===== src/rtl/if_stage.sv =====
// Instruction-fetch stage: PC register, IF/ID pipeline register and halt sequencing (RUN -> DRAIN -> HALTED).
// Optional PERF_CNT_EN macro adds saturating stall/flush performance counters.
module if_stage #(
    parameter logic [31:0] RESET_PC     = 32'h0000_0000,
    parameter logic [31:0] NOP_INST     = 32'h0000_0000,
    parameter int unsigned DRAIN_CYCLES = 3
) (
    input  logic        clk,
    input  logic        rst_n,
    input  logic        nWrite_PC,
    input  logic        nWrite_IF_ID,
    input  logic        flush_IF_ID,
    input  logic [1:0]  pc_sel,
    input  logic [31:0] branch_target,
    input  logic [31:0] jump_target,
    input  logic        halt_ID,
    input  logic [31:0] inst_mem,
    output logic [31:0] pc_IF,
    output logic [31:0] inst_ID,
    output logic [31:0] pc4_ID,
    output logic        valid_ID,
    output logic        halted
`ifdef PERF_CNT_EN
    ,
    output logic [31:0] stall_cnt,
    output logic [31:0] flush_cnt
`endif
);

    localparam int unsigned XLEN  = 32;
    localparam int unsigned CNT_W = 4;
    localparam logic [CNT_W-1:0] DRAIN_INIT = CNT_W'(DRAIN_CYCLES - 1);

    typedef enum logic [1:0] {
        RUN    = 2'b00,
        DRAIN  = 2'b01,
        HALTED = 2'b10
    } state_t;

    state_t            state_q, state_d;
    logic [XLEN-1:0]   pc_d, inst_d, pc4_d, pc_plus4;
    logic              valid_d, halted_d;
    logic [CNT_W-1:0]  drain_q, drain_d;
    logic              halt_accept;

    assign pc_plus4    = pc_IF + XLEN'(4);
    assign halt_accept = halt_ID && valid_ID && !nWrite_IF_ID;

    // State and pipeline registers
    always_ff @(posedge clk or negedge rst_n) begin
        if (!rst_n) begin
            state_q  <= RUN;
            pc_IF    <= RESET_PC;
            inst_ID  <= NOP_INST;
            pc4_ID   <= '0;
            valid_ID <= 1'b0;
            halted   <= 1'b0;
            drain_q  <= '0;
        end else begin
            state_q  <= state_d;
            pc_IF    <= pc_d;
            inst_ID  <= inst_d;
            pc4_ID   <= pc4_d;
            valid_ID <= valid_d;
            halted   <= halted_d;
            drain_q  <= drain_d;
        end
    end

    // Next-state: halt acceptance outranks redirect and flush
    always_comb begin
        state_d  = state_q;
        pc_d     = pc_IF;
        inst_d   = inst_ID;
        pc4_d    = pc4_ID;
        valid_d  = valid_ID;
        halted_d = halted;
        drain_d  = drain_q;
        case (state_q)
            RUN: begin
                if (halt_accept) begin
                    state_d = DRAIN;
                    inst_d  = NOP_INST;
                    pc4_d   = pc_plus4;
                    valid_d = 1'b0;
                    drain_d = DRAIN_INIT;
                end else begin
                    if (!nWrite_PC) begin
                        case (pc_sel)
                            2'b01:   pc_d = branch_target;
                            2'b10:   pc_d = jump_target;
                            default: pc_d = pc_plus4;
                        endcase
                    end
                    if (!nWrite_IF_ID) begin
                        pc4_d = pc_plus4;
                        if (flush_IF_ID) begin
                            inst_d  = NOP_INST;
                            valid_d = 1'b0;
                        end else begin
                            inst_d  = inst_mem;
                            valid_d = 1'b1;
                        end
                    end
                end
            end
            DRAIN: begin
                if (drain_q == '0) begin
                    state_d  = HALTED;
                    halted_d = 1'b1;
                end else begin
                    drain_d = drain_q - CNT_W'(1);
                end
            end
            HALTED:  halted_d = 1'b1;
            default: state_d  = RUN;
        endcase
    end

`ifdef PERF_CNT_EN
    // Saturating performance counters, active only while fetching
    always_ff @(posedge clk or negedge rst_n) begin
        if (!rst_n) begin
            stall_cnt <= '0;
            flush_cnt <= '0;
        end else if (state_q == RUN) begin
            if (nWrite_PC && (stall_cnt != '1))
                stall_cnt <= stall_cnt + XLEN'(1);
            if (flush_IF_ID && !nWrite_IF_ID && (flush_cnt != '1))
                flush_cnt <= flush_cnt + XLEN'(1);
        end
    end
`endif

endmodule


===== config.mk =====
export PLATFORM = sky130hd
export DESIGN_NAME = if_stage
export DESIGN_NICKNAME = d
export VERILOG_FILES = /design/src/rtl/if_stage.sv
export SDC_FILE = /design/constraint.sdc
export NUM_CORES = 1
export LEC_CHECK = 0
export BUFFER_PORTS_ARGS = -buffer_cell sky130_fd_sc_hd__buf_2
export CAP_MARGIN = 20
export CELL_PAD_IN_SITES_DETAIL_PLACEMENT = 0
export CELL_PAD_IN_SITES_GLOBAL_PLACEMENT = 2
export CORE_MARGIN = 3
export CORE_UTILIZATION = 31
export DETAILED_ROUTE_END_ITERATION = 10
export GPL_TIMING_DRIVEN = 0
export PLACE_DENSITY_LB_ADDON = 0.15
export SLEW_MARGIN = 5
export SYNTH_ARGS = -nofsm -noshare
export SYNTH_HDL_FRONTEND = slang
export SYNTH_SLANG_ARGS = --single-unit

===== constraint.sdc =====
create_clock -name clk -period 2.7 [get_ports clk]
set_input_delay 0.27 -clock clk [delete_from_list [all_inputs] [get_ports clk]]
set_output_delay 0.27 -clock clk [all_outputs]
set_load 0.01 [all_outputs]

==> metrics.txt, run 1 <==
GPL Wtd Cong 0.8067; All-Layer GR Usage 0.1878; die span in y 136.7 µm; outcome complete, no violations; post-place setup slack 0.3681 ns; final worst path period need 2.327 ns; CP Buf/Inv Count 1; chip width 136.7 µm; area grow syn2layout 31.18%; post-layout utilization of the core 0.4175; relative slew slack 0.4590; Core ar. 16640 µm²; startpoint types register; f_max 0.4298 GHz; HP Class input pin to register; Critical Path Sink Type register; Arr. time, crit path 2.57 ns; Fin Setup TNS 0 ns; most common cell in the netlist dfrtp_1; worst setup margin 0.3732 ns; PD cells 502.2 nW/µm²; CP max stage delay 0.53 ns; Ports 202; clk sinks 104; Req. time, crit path 2.94 ns; Hold Buf Count CTS 1; VDD IR max 0.2894 mV; share of layout cells above drive strength 1 0.3356; cell count after synthesis 532; crit-path max FO 6; nets@finish 855; Final Setup Violations 0; Num CTS Buffers 9; routed wire length 18060 µm; Critical-path top delay cell nor3_1; Avg WL per Cell 18.60 µm; fill count 1722; most area-consuming cells after synthesis dfrtp_1 49%, a22o_1 8.3%, nand2_1 4.7%; initial antenna violation count 0; DR DRC count 0; CP top delay family simple AND/OR/NAND/NOR gates; total gr overflow 0; post-cts sizing count 0; Clock Skew 0.009639 ns; hpwl dp 13400 µm; Root Buffer clkbuf_16; post-DR vias/cell 5.125; #FFs+latches synth 104; total of max-cap violations 0; 1st-iter DRT viols 263; top_reg_cell synth dfrtp_1; Cell variety after synth 50; Mean Syn Cell Area 9.956 µm²; CP cell instances clkbuf_2 -> nand4_1 -> nor3_1 -> nand4_1 -> mux2i_1 -> a211o_1; Pre-antenna DRT Iters 5; final slew viol count 0; clock tree buffer depth 2; global-route wire length before repair 27080 µm; Tcrit/Tclk final 0.8618; CTS HTree Levels 3; Netlist Area Pre-Place 5296 µm²; TritonCTS clock tree done; dominant cell type by area after synthesis dfrtp_1; Final Hold Vio Count 0; Final ANT Viol Nets 0; Least-Margin Pin Slew 0.8114 ns; RSZ-0062 raised after global routing no; Post-synth top cells 104 x dfrtp_1, 66 x nand2_1, 50 x a22o_1; # Post-CTS Setup Buffers 0; number of global-route vias before repair 4947; vias post-DR 4976; Port Buf Inserts 201; Clk Latency, worst-skew pair 0.35 ns; most frequent CP cell nand4_1; largest net degree at the start of global routing 55; FFs w/ async S/R, synth 1.000; Post-synth EDFFs 0; multi-input combinational cell area 2449 µm²; Die ar. 18690 µm²; sequential area share after synthesis 0.4914; WS Path Type register to register; Worst-path clk slew 0.08 ns; antenna cells 0; sequential cell area 2603 µm²; syn_nets 641; Initial Util 0.3182; Synth top area share 0.4914; synth warn 0; row cnt 47; Pleak 3.402 nW
[registers in the layout, indices dropped and copies added, names as in the netlist]
name      count
drain_q       4
halted        1
inst_ID      32
pc4_ID       32
pc_IF        32
state_q       2
valid_ID      1
[cell usage in the layout, fill, tap and decap left out, types with 13 or more instances in the layout]
master	synthesis	final
a21oi_1	28	28
a22o_1	50	50
buf_2	13	213
clkbuf_1	28	28
dfrtp_1	104	104
mux2i_1	16	16
nand2_1	66	66
nand3_1	19	19
nor2_1	14	14
o21ai_0	40	40
o22ai_1	18	18
xnor2_1	15	15
xor2_1	13	13
[final timing paths]
check                        startpoint           to  slack (ns)  cells after the start
min reg2reg                  pc4_ID[29]   pc4_ID[29]        0.48                      2
min in group asynchronous         rst_n   inst_ID[4]        0.44                      2
max reg2reg                    pc_IF[4]    pc_IF[31]        0.37                      6
max in group asynchronous         rst_n   pc4_ID[10]        1.60                      3
min                        inst_mem[29]  inst_ID[29]        0.13                      2
max                            pc_IF[4]    pc_IF[31]        0.37                      6
[final cells by class]
cell class | instances | share of cell area
buffer | 46 | 0.02881
clock buffer | 9 | 0.03241
clock inverter | 7 | 0.01459
inverter | 12 | 0.006483
multi-input combinational | 370 | 0.3524
sequential | 104 | 0.3746
tap | 220 | 0.03962
timing repair buffer | 203 | 0.1511
[stage by stage]
| stage | power [mW] | cell area (µm²) | hold WS (ns) | instances |
|---|---|---|---|---|
| floorplan | 1.824 | 5296 | -0.02559 | 532 |
| finish | 3.489 | 6948 | 0.1277 | 971 |
| CTS | 3.534 | 6948 | 0.1172 | 971 |
| global placement | 2.032 | 6578 | 0.4622 | 953 |
| global route | 3.631 | 6948 | 0.1239 | 971 |
| detailed placement | 2.043 | 6611 | 0.2695 | 954 |
[routing by layer]
layer	share of wire	global-route usage
met1	0.45	0.2605
met2	0.47	0.2968
met3	0.068	0.03824
met4	0.014	0.05487
met5	0	0
[cell families after synthesis]
logic type | after synthesis | share of synthesized area
adder cells (fa/ha/maj) | 5 | 0.01181
flip-flops | 104 | 0.4914
AND/OR/NAND/NOR | 150 | 0.1526
multiplexers | 16 | 0.03024
AO/OA/AOI/OAI | 171 | 0.2214
buffers and inverters | 58 | 0.04630
XOR/XNOR | 28 | 0.04630
[power by group]
part / internal, mW / switching [mW] / total, mW
registers: 1.61 / 0.0314 / 1.64
clock network: 0.826 / 0.654 / 1.48
logic: 0.165 / 0.206 / 0.371
total: 2.60 / 0.892 / 3.49
Power figures use the tool's default switching activity.
==> run 2, diff against run 1 <==
--- a/config.mk
+++ b/config.mk
@@ -13,7 +13,7 @@
 export CORE_UTILIZATION = 31
 export DETAILED_ROUTE_END_ITERATION = 10
 export GPL_TIMING_DRIVEN = 0
-export PLACE_DENSITY_LB_ADDON = 0.15
+export PLACE_DENSITY = 0.85
 export SLEW_MARGIN = 5
 export SYNTH_ARGS = -nofsm -noshare
 export SYNTH_HDL_FRONTEND = slang
==> run 2 against run 1 <==
Compared with the run above:
- setup slack gained 0.063 ns
- first-iteration DRC count shrank 1.9%
- core utilization shrank 0.13 points
- critical path depth is the same
- cell count is the same
- worst hold slack lost 0.010 ns
- clock skew grew 0.0017 ns
- clock-buffer cell count is the same
- critical path type unchanged
- critical endpoint unchanged
- largest cell class unchanged
- highest routed layer unchanged
==> metrics.txt, run 2 (synthesized netlist as in run 1, its figures left out) <==
outcome complete, no violations; routed wire length 17550 µm; final slew viol count 0; Largest regs inst_ID x32, pc4_ID x32, pc_IF x32; Worst-path clk slew 0.08 ns; initial antenna violation count 0; Clock Skew 0.01132 ns; DR DRC count 0; Critical Path Sink Type register; Root Buffer clkbuf_16; clk sinks 104; chip width 136.7 µm; hold_ws 0.1173 ns; die span in y 136.7 µm; f_max 0.4417 GHz; crit-path max FO 6; Die ar. 18690 µm²; Num CTS Buffers 9; Core ar. 16640 µm²; Initial Util 0.3182; largest net degree at the start of global routing 58; hpwl dp 13340 µm; Pre-antenna DRT Iters 4; HP Class input pin to register; commonest non-fill, non-tap cell in the layout buf_2; most frequent CP cell nand4_1; GPL Wtd Cong 0.8196; Tot Pwr 3.356 mW; total gr overflow 0; Clk Latency, worst-skew pair 0.36 ns; Avg WL per Cell 18.08 µm; vias post-DR 4958; row cnt 47; startpoint types register; Arr. time, crit path 2.51 ns; hold path depth 2; PD cells 484.5 nW/µm²; number of global-route vias before repair 4907; Fin Setup TNS 0 ns; CTS HTree Levels 3; TritonCTS clock tree done; final worst path period need 2.264 ns; crit path launch pc_IF[4]; Least-Margin Pin Slew 0.7160 ns; fill count 1720; Final Setup Violations 0; post-DR vias/cell 5.106; R2R setup slack 0.44 ns; area grow syn2layout 30.78%; R2R cell count 6; share of layout cells above drive strength 1 0.3356; CP cell instances clkbuf_2 -> nand4_1 -> nor3_1 -> nand4_1 -> mux2i_1 -> a211o_1; VDD IR max 0.3092 mV; Req. time, crit path 2.95 ns; antenna cells 0; 1st-iter DRT viols 258; post-cts sizing count 0; Tcrit/Tclk final 0.8385; total of max-cap violations 0; nets@finish 855; clock tree buffer depth 2; Port Buf Inserts 201; commonest cells after routing, fill and taps aside 213 x buf_2, 104 x dfrtp_1, 66 x nand2_1; Final Hold Vio Count 0; RSZ-0062 raised after global routing no; Critical-path top delay cell nor3_1; WS Path Type register to register; Pleak 3.390 nW; Final ANT Viol Nets 0; All-Layer GR Usage 0.1858; Ports 202; CP max stage delay 0.53 ns; relative slew slack 0.5195; Reg-to-Reg Start pc_IF[4]; hold_sp inst_mem[22]; global-route wire length before repair 26680 µm; post-layout utilization of the core 0.4162
run 2: cell types whose count changed in the layout (fill, tap and decap cells not counted), sizes merged:
cell / before / now
clkinv: 1 / 2
inv: 15 / 16
bufinv: 2 / 0
run 2: power breakdown:
part           internal [mW]  switching, mW  total (mW)
registers               1.61         0.0315        1.64
logic                  0.165          0.206       0.371
clock network          0.662          0.685        1.35
total                   2.43          0.922        3.36
run 2: path summary, 6_finish.rpt:
kind	endpoint
hold / removal	inst_ID[22]
setup / recovery	pc_IF[31]
setup reg to reg	pc_IF[31]
hold reg to reg	pc4_ID[1]
min in group asynchronous	pc4_ID[26]
max in group asynchronous	pc_IF[5]
run 2: timing repair:
action / 4_1_cts / 5_1_grt
hold buffers: 1 / 0
buffers inserted: 0 / 0
hold endpoints to repair: 47 / 0
run 2: through the flow:
stage / cells / worst slack (ns) / area, µm²
floorplan: 532 / 0.8116 / 5296
global placement: 953 / 0.1088 / 6578
detailed placement: 954 / 0.4142 / 6611
CTS: 971 / 0.3981 / 6927
global route: 971 / 0.2643 / 6927
finish: 971 / 0.4360 / 6927
run 2: layer usage:
metal	vias to the layer above	global-route usage	share of wire
met2	181	0.3001	0.47
met5	-	0	0
met3	19	0.03934	0.073
met4	0	0.05711	0.011
met1	2361	0.2504	0.45
li1	2397	-	-
run 2: area by class of cell:
class	instances	area (µm²)	share of cell area
Sequential cell	104	2603	0.3757
Multi-Input combinational cell	370	2449	0.3535
Timing Repair Buffer	203	1050	0.1516
Tap cell	220	275.3	0.03974
Clock buffer	9	225.2	0.03251
Buffer	46	200.2	0.02890
Clock inverter	7	80.08	0.01156
Inverter	12	45.04	0.006503
run 2: critical path: cells and delay by family (launching register included):
kind	cells	cell delay [ns]
compound gates	1	0.26
buf+inv	1	0.18
flops	1	0.35
simple gates	3	1.19
mux	1	0.18
